--- config.mk ---
export PLATFORM = sky130hd
export DESIGN_NAME = div_result_fifo
export DESIGN_NICKNAME = d
export VERILOG_FILES = /design/src/rtl/div_result_fifo.sv
export SDC_FILE = /design/constraint.sdc
export NUM_CORES = 1
export LEC_CHECK = 0
export ABC_AREA = 1
export ABC_CLOCK_PERIOD_IN_PS = 5600
export CAP_MARGIN = 0
export CORE_MARGIN = 8
export CORE_UTILIZATION = 57
export DETAILED_ROUTE_END_ITERATION = 7
export GPL_ROUTABILITY_DRIVEN = 0
export PLACE_DENSITY = 0.91
export SYNTH_ARGS = -nofsm -noshare
export SYNTH_HDL_FRONTEND = slang
export SYNTH_SLANG_ARGS = --single-unit
--- constraint.sdc ---
create_clock -name clk -period 5.6 [get_ports clk]
set_input_delay 1.12 -clock clk [delete_from_list [all_inputs] [get_ports clk]]
set_output_delay 1.12 -clock clk [all_outputs]
set_load 0.02 [all_outputs]
--- src/rtl/div_result_fifo.sv ---
// rtl/div_result_fifo.sv - result buffer for the sequential divider
// Captures every qr_valid strobe into a FIFO; overflowing results are dropped and counted.
module div_result_fifo #(
  parameter int NUM_LENGTH = 5,
  parameter int DEN_LENGTH = 3,
  parameter int DEPTH      = 4,
  localparam int AW        = $clog2(DEPTH)
) (
  input  logic                  clk,
  input  logic                  rst,
  input  logic                  qr_valid,
  input  logic [NUM_LENGTH-1:0] quo,
  input  logic [DEN_LENGTH-1:0] rem,
  output logic                  out_valid,
  input  logic                  out_ready,
  output logic [NUM_LENGTH-1:0] out_quo,
  output logic [DEN_LENGTH-1:0] out_rem,
  output logic [AW:0]           count,
  output logic                  full,
  output logic                  empty,
  output logic                  overflow,
  input  logic                  ovf_clr,
  output logic [7:0]            drop_cnt
);

  localparam int              EW      = NUM_LENGTH + DEN_LENGTH;
  localparam logic [AW:0]     DEPTH_C = (AW+1)'(DEPTH);

  logic [EW-1:0] mem_q [DEPTH];
  logic [AW-1:0] wp_q, wp_d, rp_q, rp_d;
  logic [AW:0]   count_q, count_d;
  logic          overflow_q, overflow_d;
  logic [7:0]    drop_cnt_q, drop_cnt_d;
  logic          push, pop, drop;
  logic [EW-1:0] head;

  assign empty     = (count_q == '0);
  assign full      = (count_q == DEPTH_C);
  assign out_valid = ~empty;
  assign count     = count_q;
  assign overflow  = overflow_q;
  assign drop_cnt  = drop_cnt_q;

  assign pop  = out_valid & out_ready;
  assign push = qr_valid & (~full | pop);
  assign drop = qr_valid & full & ~pop;

  always_comb begin
    wp_d       = push ? wp_q + 1'b1 : wp_q;
    rp_d       = pop  ? rp_q + 1'b1 : rp_q;
    count_d    = count_q;
    if (push && !pop) count_d = count_q + 1'b1;
    if (pop && !push) count_d = count_q - 1'b1;
    overflow_d = overflow_q;
    drop_cnt_d = drop_cnt_q;
    // A drop in the same cycle as a clear takes priority over the clear.
    if (drop) begin
      overflow_d = 1'b1;
      if (ovf_clr)                  drop_cnt_d = 8'd1;
      else if (drop_cnt_q != 8'hFF) drop_cnt_d = drop_cnt_q + 8'd1;
    end else if (ovf_clr) begin
      overflow_d = 1'b0;
      drop_cnt_d = 8'd0;
    end
  end

  always_ff @(posedge clk or negedge rst) begin
    if (!rst) begin
      wp_q       <= '0;
      rp_q       <= '0;
      count_q    <= '0;
      overflow_q <= 1'b0;
      drop_cnt_q <= 8'd0;
    end else begin
      wp_q       <= wp_d;
      rp_q       <= rp_d;
      count_q    <= count_d;
      overflow_q <= overflow_d;
      drop_cnt_q <= drop_cnt_d;
    end
  end

  // Storage is deliberately left unreset; the empty gating below hides stale contents.
  always_ff @(posedge clk) begin
    if (push) mem_q[wp_q] <= {quo, rem};
  end

  assign head    = mem_q[rp_q];
  assign out_quo = empty ? '0 : head[EW-1:DEN_LENGTH];
  assign out_rem = empty ? '0 : head[DEN_LENGTH-1:0];

endmodule

==> results.yml, run 1 <==
run_status:
  status: "finished clean"
floorplanning:
  core_area_mm2: 0.00372
  fp.dieH_um: 78.7
  initial_core_util_pct: 60.2
  die_w_um: 78.7
  row_count: 22
  die_area_mm2: 0.00619
  pin_count: 36
timing:
  post-route-period-util_pct: 58.8
  grt_setup_unrepaired: "false"
  setup_viol: 0
  slew_viol_final: 0
  worst_pin_slew_ns: 0.821
  finalCriticalPeriod_ns: 3.29
  fmax_ghz: 0.304
  setup_tns_ns: 0
  finClkSkew_ns: 0.0127
  slew_headroom_pct: 45.1
  hold_viol: 0
finish:
  diodes: 0
  multiInputGateArea_um2: 769
  register_area_mm2: 0.00136
  final_area_mm2: 0.00272
  fill_cells: 241
  nNetsFinal: 273
  instances_no_fill: 302
  area_delta_synth_final_pct: 21.4
  final_layout_size_suffix_gt1_share_pct: 10.2
critical_path:
  worst-path-max-fanout: 19
  arrival_ns: 2.17
  required_ns: 4.48
  cp_slowest_cell: "clkdlybuf4s50_1"
  cp.buffers_inverters: 2
  cpPeakStageDelay_ns: 0.63
  crit_family: "buffers and inverters"
  path_cells: "inv_2, o21ai_0, a21oi_1, clkdlybuf4s50_1"
  worstSetupPathType: "reg -> out"
  end_kind: "primary output"
  startpoint_type: "flop"
logic_synthesis:
  muxShareOfSynthArea_pct: 0
  synthesis.area_mm2: 0.00224
  synth_top_family_by_area: "simple AND/OR/NAND/NOR gates"
  ys_seq_elements: 48
  yosys_warnings: 0
  synth_top_area_cell: "edfxtp_1"
  yosys.area.top_type_share_pct: 43.0
  synth_top_cells_by_count: "nor2_1 (42), edfxtp_1 (32), nand2_1 (29), o21ai_0 (18)"
  synth-xor-area-share_pct: 2.35
  synthTopCellsByArea: "edfxtp_1 (43%), dfrtp_1 (18%), nor2_1 (7.0%)"
  synth_ff_type: "edfxtp_1"
  synth_fa_ha_area_share_pct: 4.25
  netlist-cell-type-count: 28
  synth_edf_count: 32
  synth_async_sr_flop_share_pct: 33.3
  yosysMostFrequentCell: "nor2_1"
  synth-simple-area-share_pct: 19.2
  avgSynthCellArea_um2: 10.4
  synth.net_count: 235
  yosysSeqAreaShare_pct: 60.9
  syn_inst: 215
  synth_compound_area_share_pct: 8.56
place:
  dp_cells: 294
  placed_area_mm2: 0.00262
  dp_hpwl_mm: 3.09
  port_buffers: 35
route:
  antenna_left: 0
  wl_per_cell_um: 14.3
  drc: 0
  viasPerCell: 5.25
  wl_mm: 4.32
  drt_iter0_markers: 177
  dr.pass1.iters: 4
  detailroute.via_count: 1586
power_and_ir_drop:
  peakVddDrop_mv: 0.178
  power_density_mw_per_mm2: 473
  cellLeakagePower_nw: 1.06
global_routing:
  grt_overflow_total: 0
  grt_pass1_vias: 1650
  grt_max_degree: 20
  grt_first_pass_wirelength_mm: 7.52
  antenna_found_initial: 0
  grt_usage_pct: 15.2
clock_network:
  hold_buffers: 0
  cts_sinks: 48
  numCtsBuffers: 5
  clk_latency_ns: 0.30
  path_clk_slew_ns: 0.09
  postCtsSetupBuffers: 0
  cts_tree: "built"
  clock_path_buffers: 2
  htree_levels: 2
  clockRootBuffer: "clkbuf_8"
  cts_resized: 0
worst_hold_path:
  hold_class: "reg -> reg"
job:
  cap_violations: 0
per-layer routing:
metal	wire (um)	vias to the layer above	global-route usage, %	share of wire (%)
met1	1760	749	17.5	41
met2	2290	39	25.8	53
met5	0	-	0	0
li1	-	794	-	-
met3	230	4	3.76	5.3
met4	38	0	7.78	0.88
worst paths after layout:
path,from,endpoint,slack [ns],cells past startpoint
min in group asynchronous,rst,drop_cnt[6],1.26,1
worst min-delay path,overflow,overflow,0.50,2
worst max register to register,count[1],count[2],3.47,9
worst max-delay path,rp_q[0],out_quo[0],2.31,4
worst min register to register,overflow,overflow,0.50,2
max in group asynchronous,rst,count[0],3.86,1
metrics by stage:
step	setup slack (ns)	utilization [%]	power, mW	hold slack (ns)
3_3_place_gp	2.56	70.6	1.08	0.467
3_5_place_dp	2.42	70.6	1.10	0.480
6_report	2.31	73.1	1.28	0.501
4_1_cts	2.28	73.1	1.30	0.504
2_1_floorplan	3.01	-	0.872	0.557
5_1_grt	2.10	73.1	1.37	0.545
kinds of logic after synthesis:
| logic type | after synthesis |
|---|---|
| AND/OR/NAND/NOR | 92 |
| flip-flops | 48 |
| AO/OA/AOI/OAI | 37 |
| buffers and inverters | 25 |
| adder cells (fa/ha/maj) | 7 |
| XOR/XNOR | 6 |
worst reg2reg max path, stage by stage (launching register included):
cell	delay (ns)
dfrtp_1	0.45
nor2_4	0.19
nand3_2	0.12
nand2_2	0.16
ha_1	0.18
inv_1	0.07
fa_1	0.38
a21oi_1	0.15
o21ai_0	0.13
xor2_1	0.17
where the power goes:
group          total (mW)  internal, mW  switching (mW)  leakage [nW]
Combinational       0.557         0.233           0.323         0.520
Clock               0.198        0.0883           0.110        0.0404
Sequential          0.529         0.459          0.0699         0.500
cell usage in the layout (no fill, tap or decap), types with 2 or more instances in the layout:
master	count
a21oi_1	11
clkbuf_8	5
clkdlybuf4s50_1	35
clkinvlp_4	2
dfrtp_1	16
edfxtp_1	32
ha_1	6
inv_1	16
inv_2	3
nand2_1	29
nand2_2	5
nand3_1	6
nand4_2	2
nor2_1	42
nor2_4	4
o21ai_0	18
o21ai_1	6
xor2_1	5
registers in the layout (all words and copies together), names as in the netlist:
register  count
mem_q        32
drop_cnt      8
wp_q          2
overflow      1
count         3
rp_q          2
final cells by class:
class	instances	share of cell area (%)
well taps	48	2.21
repair buffers	35	12.9
clock inverters	3	0.876
multi-input cells	142	28.3
clock buffers	5	2.53
inverters	21	3.00
flip-flops and latches	48	50.1
(Power assumes the default switching activity.)
==> run 2: changes to the inputs <==
ABC_CLOCK_PERIOD_IN_PS = 3300   (was 5600)
CORE_UTILIZATION = 53   (was 57)
PLACE_DENSITY = 0.86   (was 0.91)
clock period = 3.3 ns   (was 5.6 ns; I/O delays follow)
==> results.yml, run 2 (synthesis gave the netlist of run 1 again) <==
route:
  wl_per_cell_um: 14.2
  viasPerCell: 5.29
  antenna_left: 0
  wl_mm: 4.35
  dr.pass1.iters: 4
  detailroute.via_count: 1624
  drt_iter0_markers: 98
  drc: 0
global_routing:
  grt_first_pass_wirelength_mm: 7.09
  grt_overflow_total: 0
  grt_pass1_vias: 1490
  grt_max_degree: 20
  antenna_found_initial: 0
  grt_usage_pct: 14.0
finish:
  fill_cells: 297
  area_delta_synth_final_pct: 24.5
  regMostFlops: "mem_q"
  post-route-util_pct: 69.1
  final_layout_size_suffix_gt1_share_pct: 11.3
  final_area_mm2: 0.00279
  final_common_cell: "nor2_1"
  diodes: 0
  final_cell_mix: "nor2_1 (42), clkdlybuf4s50_1 (35), edfxtp_1 (32)"
  nNetsFinal: 276
  largest_reg_flops: 32
timing:
  slew_viol_final: 0
  post-route-period-util_pct: 86.8
  finalCriticalPeriod_ns: 2.86
  fmax_ghz: 0.349
  hold_viol: 0
  grt_setup_unrepaired: "false"
  finClkSkew_ns: 0.00752
  worst_pin_slew_ns: 0.755
  slew_headroom_pct: 49.5
  setup_viol: 0
  setup_tns_ns: 0
  layout_setup_ws_ns: 0.435
clock_network:
  cts_sinks: 48
  htree_levels: 2
  cts_tree: "built"
  cts_resized: 0
  hold_buffers: 0
  clk_latency_ns: 0.29
  numCtsBuffers: 5
  clockRootBuffer: "clkbuf_8"
  path_clk_slew_ns: 0.09
  clock_path_buffers: 2
  postCtsSetupBuffers: 0
power_and_ir_drop:
  power_density_mw_per_mm2: 843
  cellLeakagePower_nw: 1.10
  peakVddDrop_mv: 0.540
place:
  dp_hpwl_mm: 2.94
  port_buffers: 35
  placed_area_mm2: 0.00265
  post-place-ws_ns: 0.660
floorplanning:
  pin_count: 36
  die_area_mm2: 0.00656
  initial_core_util_pct: 55.5
  row_count: 23
  die_w_um: 81.0
  core_area_mm2: 0.00403
  fp.dieH_um: 81.0
critical_path:
  ff2ff_setup_slack_ns: 1.27
  r2r-start: "count[0]"
  cp-startpoint: "rp_q[0]"
  crit_path_end: "out_rem[2]"
  worstSetupPathType: "reg -> out"
  path_cells: "nor2_1, nor2_1, o21ai_0, a21oi_1, clkdlybuf4s50_1"
  worst-path-max-fanout: 19
  r2r_end: "count[2]"
  arrival_ns: 2.20
  cpPeakStageDelay_ns: 0.75
  cp_slowest_cell: "dfrtp_1"
  cpMostUsedCell: "nor2_1"
  reg2reg_depth: 9
  startpoint_type: "flop"
  required_ns: 2.64
  end_kind: "primary output"
worst_hold_path:
  hold_class: "reg -> reg"
run_status:
  status: "finished clean"
job:
  cap_violations: 0
## run 2: worst min-delay path by stage
| stage | startpoint | endpoint | cells after the start |
|---|---|---|---|
| detailed placement | overflow | overflow | 2 |
| global placement | overflow | overflow | 2 |
| floorplan | rst | count[0] | 0 |
| finish | overflow | overflow | 2 |
| global route | overflow | overflow | 2 |
| CTS | overflow | overflow | 2 |
## run 2: area by class of cell
| cell class | instances | area, um^2 | share of cell area (%) |
|---|---|---|---|
| well taps | 50 | 62.6 | 2.25 |
| clock buffers | 5 | 68.8 | 2.47 |
| multi-input cells | 142 | 769 | 27.6 |
| repair buffers | 38 | 373 | 13.4 |
| clock inverters | 3 | 68.8 | 2.47 |
| inverters | 21 | 81.3 | 2.92 |
| flip-flops and latches | 48 | 1360 | 48.9 |
## run 2: routing by layer
layer  global-route usage (%)  wire, um  share of wire (%)
met2                     22.8      2240                 51
met1                     17.3      1850                 42
met4                     6.07        40               0.92
met3                     3.53       223                5.1
met5                        0         0                  0
## run 2: power breakdown
part | internal, mW | switching (mW) | leakage, nW
Combinational | 0.407 | 0.551 | 0.536
Sequential | 0.778 | 0.119 | 0.500
Clock | 0.305 | 0.189 | 0.0687
Total | 1.49 | 0.859 | 1.10
## run 2: through the flow
stage | std cells | total power [mW] | hold slack [ns]
2_1_floorplan | 215 | 1.48 | 0.364
6_report | 307 | 2.35 | 0.507
4_1_cts | 307 | 2.37 | 0.508
3_5_place_dp | 299 | 1.87 | 0.483
5_1_grt | 307 | 2.51 | 0.525
3_3_place_gp | 299 | 1.85 | 0.469
## run 2: worst max-delay path, delay by kind of cell, from the launching register on
kind / cells / cell delay [ns]
compound gates: 2 / 0.28
buf+inv: 1 / 0.63
simple gates: 2 / 0.25
flops: 1 / 0.75
==> run 3: changes to the inputs <==
CORE_UTILIZATION = 45   (was 53)
PLACE_DENSITY = 0.76   (was 0.86)
==> results.yml, run 3 (synthesis gave the netlist of run 1 again) <==
clock_network:
  cts_resized: 0
  htree_levels: 2
  clockRootBuffer: "clkbuf_8"
  path_clk_slew_ns: 0.09
  cts_tree: "built"
  postCtsSetupBuffers: 0
  cts_sinks: 48
  clock_path_buffers: 2
  numCtsBuffers: 5
  clk_latency_ns: 0.31
  hold_buffers: 0
timing:
  finClkSkew_ns: 0.00710
  setup_viol: 0
  slew_headroom_pct: 49.0
  post-route-period-util_pct: 87.9
  setup_tns_ns: 0
  holdWs_ns: 0.507
  layout_setup_ws_ns: 0.401
  worst_pin_slew_ns: 0.762
  slew_viol_final: 0
  finalCriticalPeriod_ns: 2.90
  hold_viol: 0
  fmax_ghz: 0.345
  grt_setup_unrepaired: "false"
global_routing:
  antenna_found_initial: 0
  grt_usage_pct: 12.8
  grt_pass1_vias: 1549
  grt_overflow_total: 0
  grt_first_pass_wirelength_mm: 7.34
  grt_max_degree: 20
finish:
  register_area_mm2: 0.00136
  regMostFlops: "mem_q"
  final_layout_size_suffix_gt1_share_pct: 11.6
  final_cell_mix: "nor2_1 (42), clkdlybuf4s50_1 (35), edfxtp_1 (32)"
  area_delta_synth_final_pct: 24.8
  nNetsFinal: 277
  multiInputGateArea_um2: 769
  final_common_cell: "nor2_1"
  largest_reg_flops: 32
  diodes: 0
  fill_cells: 414
  final_area_mm2: 0.00279
floorplanning:
  row_count: 25
  die_area_mm2: 0.00748
  core_area_mm2: 0.00475
  initial_core_util_pct: 47.1
  pin_count: 36
  die_w_um: 86.5
  fp.dieH_um: 86.5
power_and_ir_drop:
  peakVddDrop_mv: 0.334
  power_density_mw_per_mm2: 822
  fin_total_pwr_mw: 2.30
  cellLeakagePower_nw: 1.10
place:
  placed_area_mm2: 0.00268
  dp_hpwl_mm: 3.15
  post-place-ws_ns: 0.629
  port_buffers: 35
route:
  wl_per_cell_um: 14.0
  viasPerCell: 4.98
  drt_iter0_markers: 95
  wl_mm: 4.56
  detailroute.via_count: 1619
  dr.pass1.iters: 4
  antenna_left: 0
  drc: 0
critical_path:
  startpoint_type: "flop"
  end_kind: "primary output"
  ff2ff_setup_slack_ns: 1.24
  arrival_ns: 2.24
  worstSetupPathType: "reg -> out"
  worst-path-max-fanout: 19
  required_ns: 2.64
job:
  cap_violations: 0
worst_hold_path:
  hold_class: "reg -> reg"
run_status:
  status: "finished clean"
## run 3: cell count changes in the layout (fill, tap and decap cells not counted), sizes merged
cell,previous run,this run
buf,3,4
clkinv,1,3
inv,21,20
bufinv,2,1
## run 3: final cells by class
cell class / instances / area share [%]
well taps: 67 / 3.00
multi-input cells: 142 / 27.6
inverters: 21 / 2.91
flip-flops and latches: 48 / 48.7
repair buffers: 39 / 13.6
clock inverters: 3 / 1.70
clock buffers: 5 / 2.46
## run 3: final timing paths
path	startpoint	end	depth (start not counted)
max	rp_q[0]	out_rem[2]	4
min	overflow	overflow	2
max reg2reg	count[1]	count[2]	9
min reg2reg	overflow	overflow	2
max in group asynchronous	rst	wp_q[1]	1
min in group asynchronous	rst	drop_cnt[0]	1
## run 3: through the flow
| step | std cells | util (%) |
|---|---|---|
| after CTS | 325 | 58.7 |
| after floorplan | 215 | - |
| final | 325 | 58.7 |
| after detailed placement | 317 | 56.3 |
| after global routing | 325 | 58.7 |
| after global placement | 317 | 56.3 |
## run 3: report_power, final
group | internal (mW) | switching, mW | total, mW
clock network | 0.228 | 0.202 | 0.431
registers | 0.777 | 0.118 | 0.895
logic | 0.413 | 0.557 | 0.970
## run 3: worst max-delay path: stages (launching register included)
cell	delay, ns
dfrtp_1	0.75
inv_2	0.27
o21ai_0	0.25
a21oi_1	0.10
clkdlybuf4s50_1	0.56
## run 3: metal layers
metal | GRT usage [%] | part of all wire [%] | vias up
li1 | - | - | 794
met1 | 15.0 | 45 | 770
met2 | 21.0 | 48 | 47
met3 | 3.31 | 5.6 | 8
met4 | 6.89 | 2.0 | 0
met5 | 0 | 0 | -
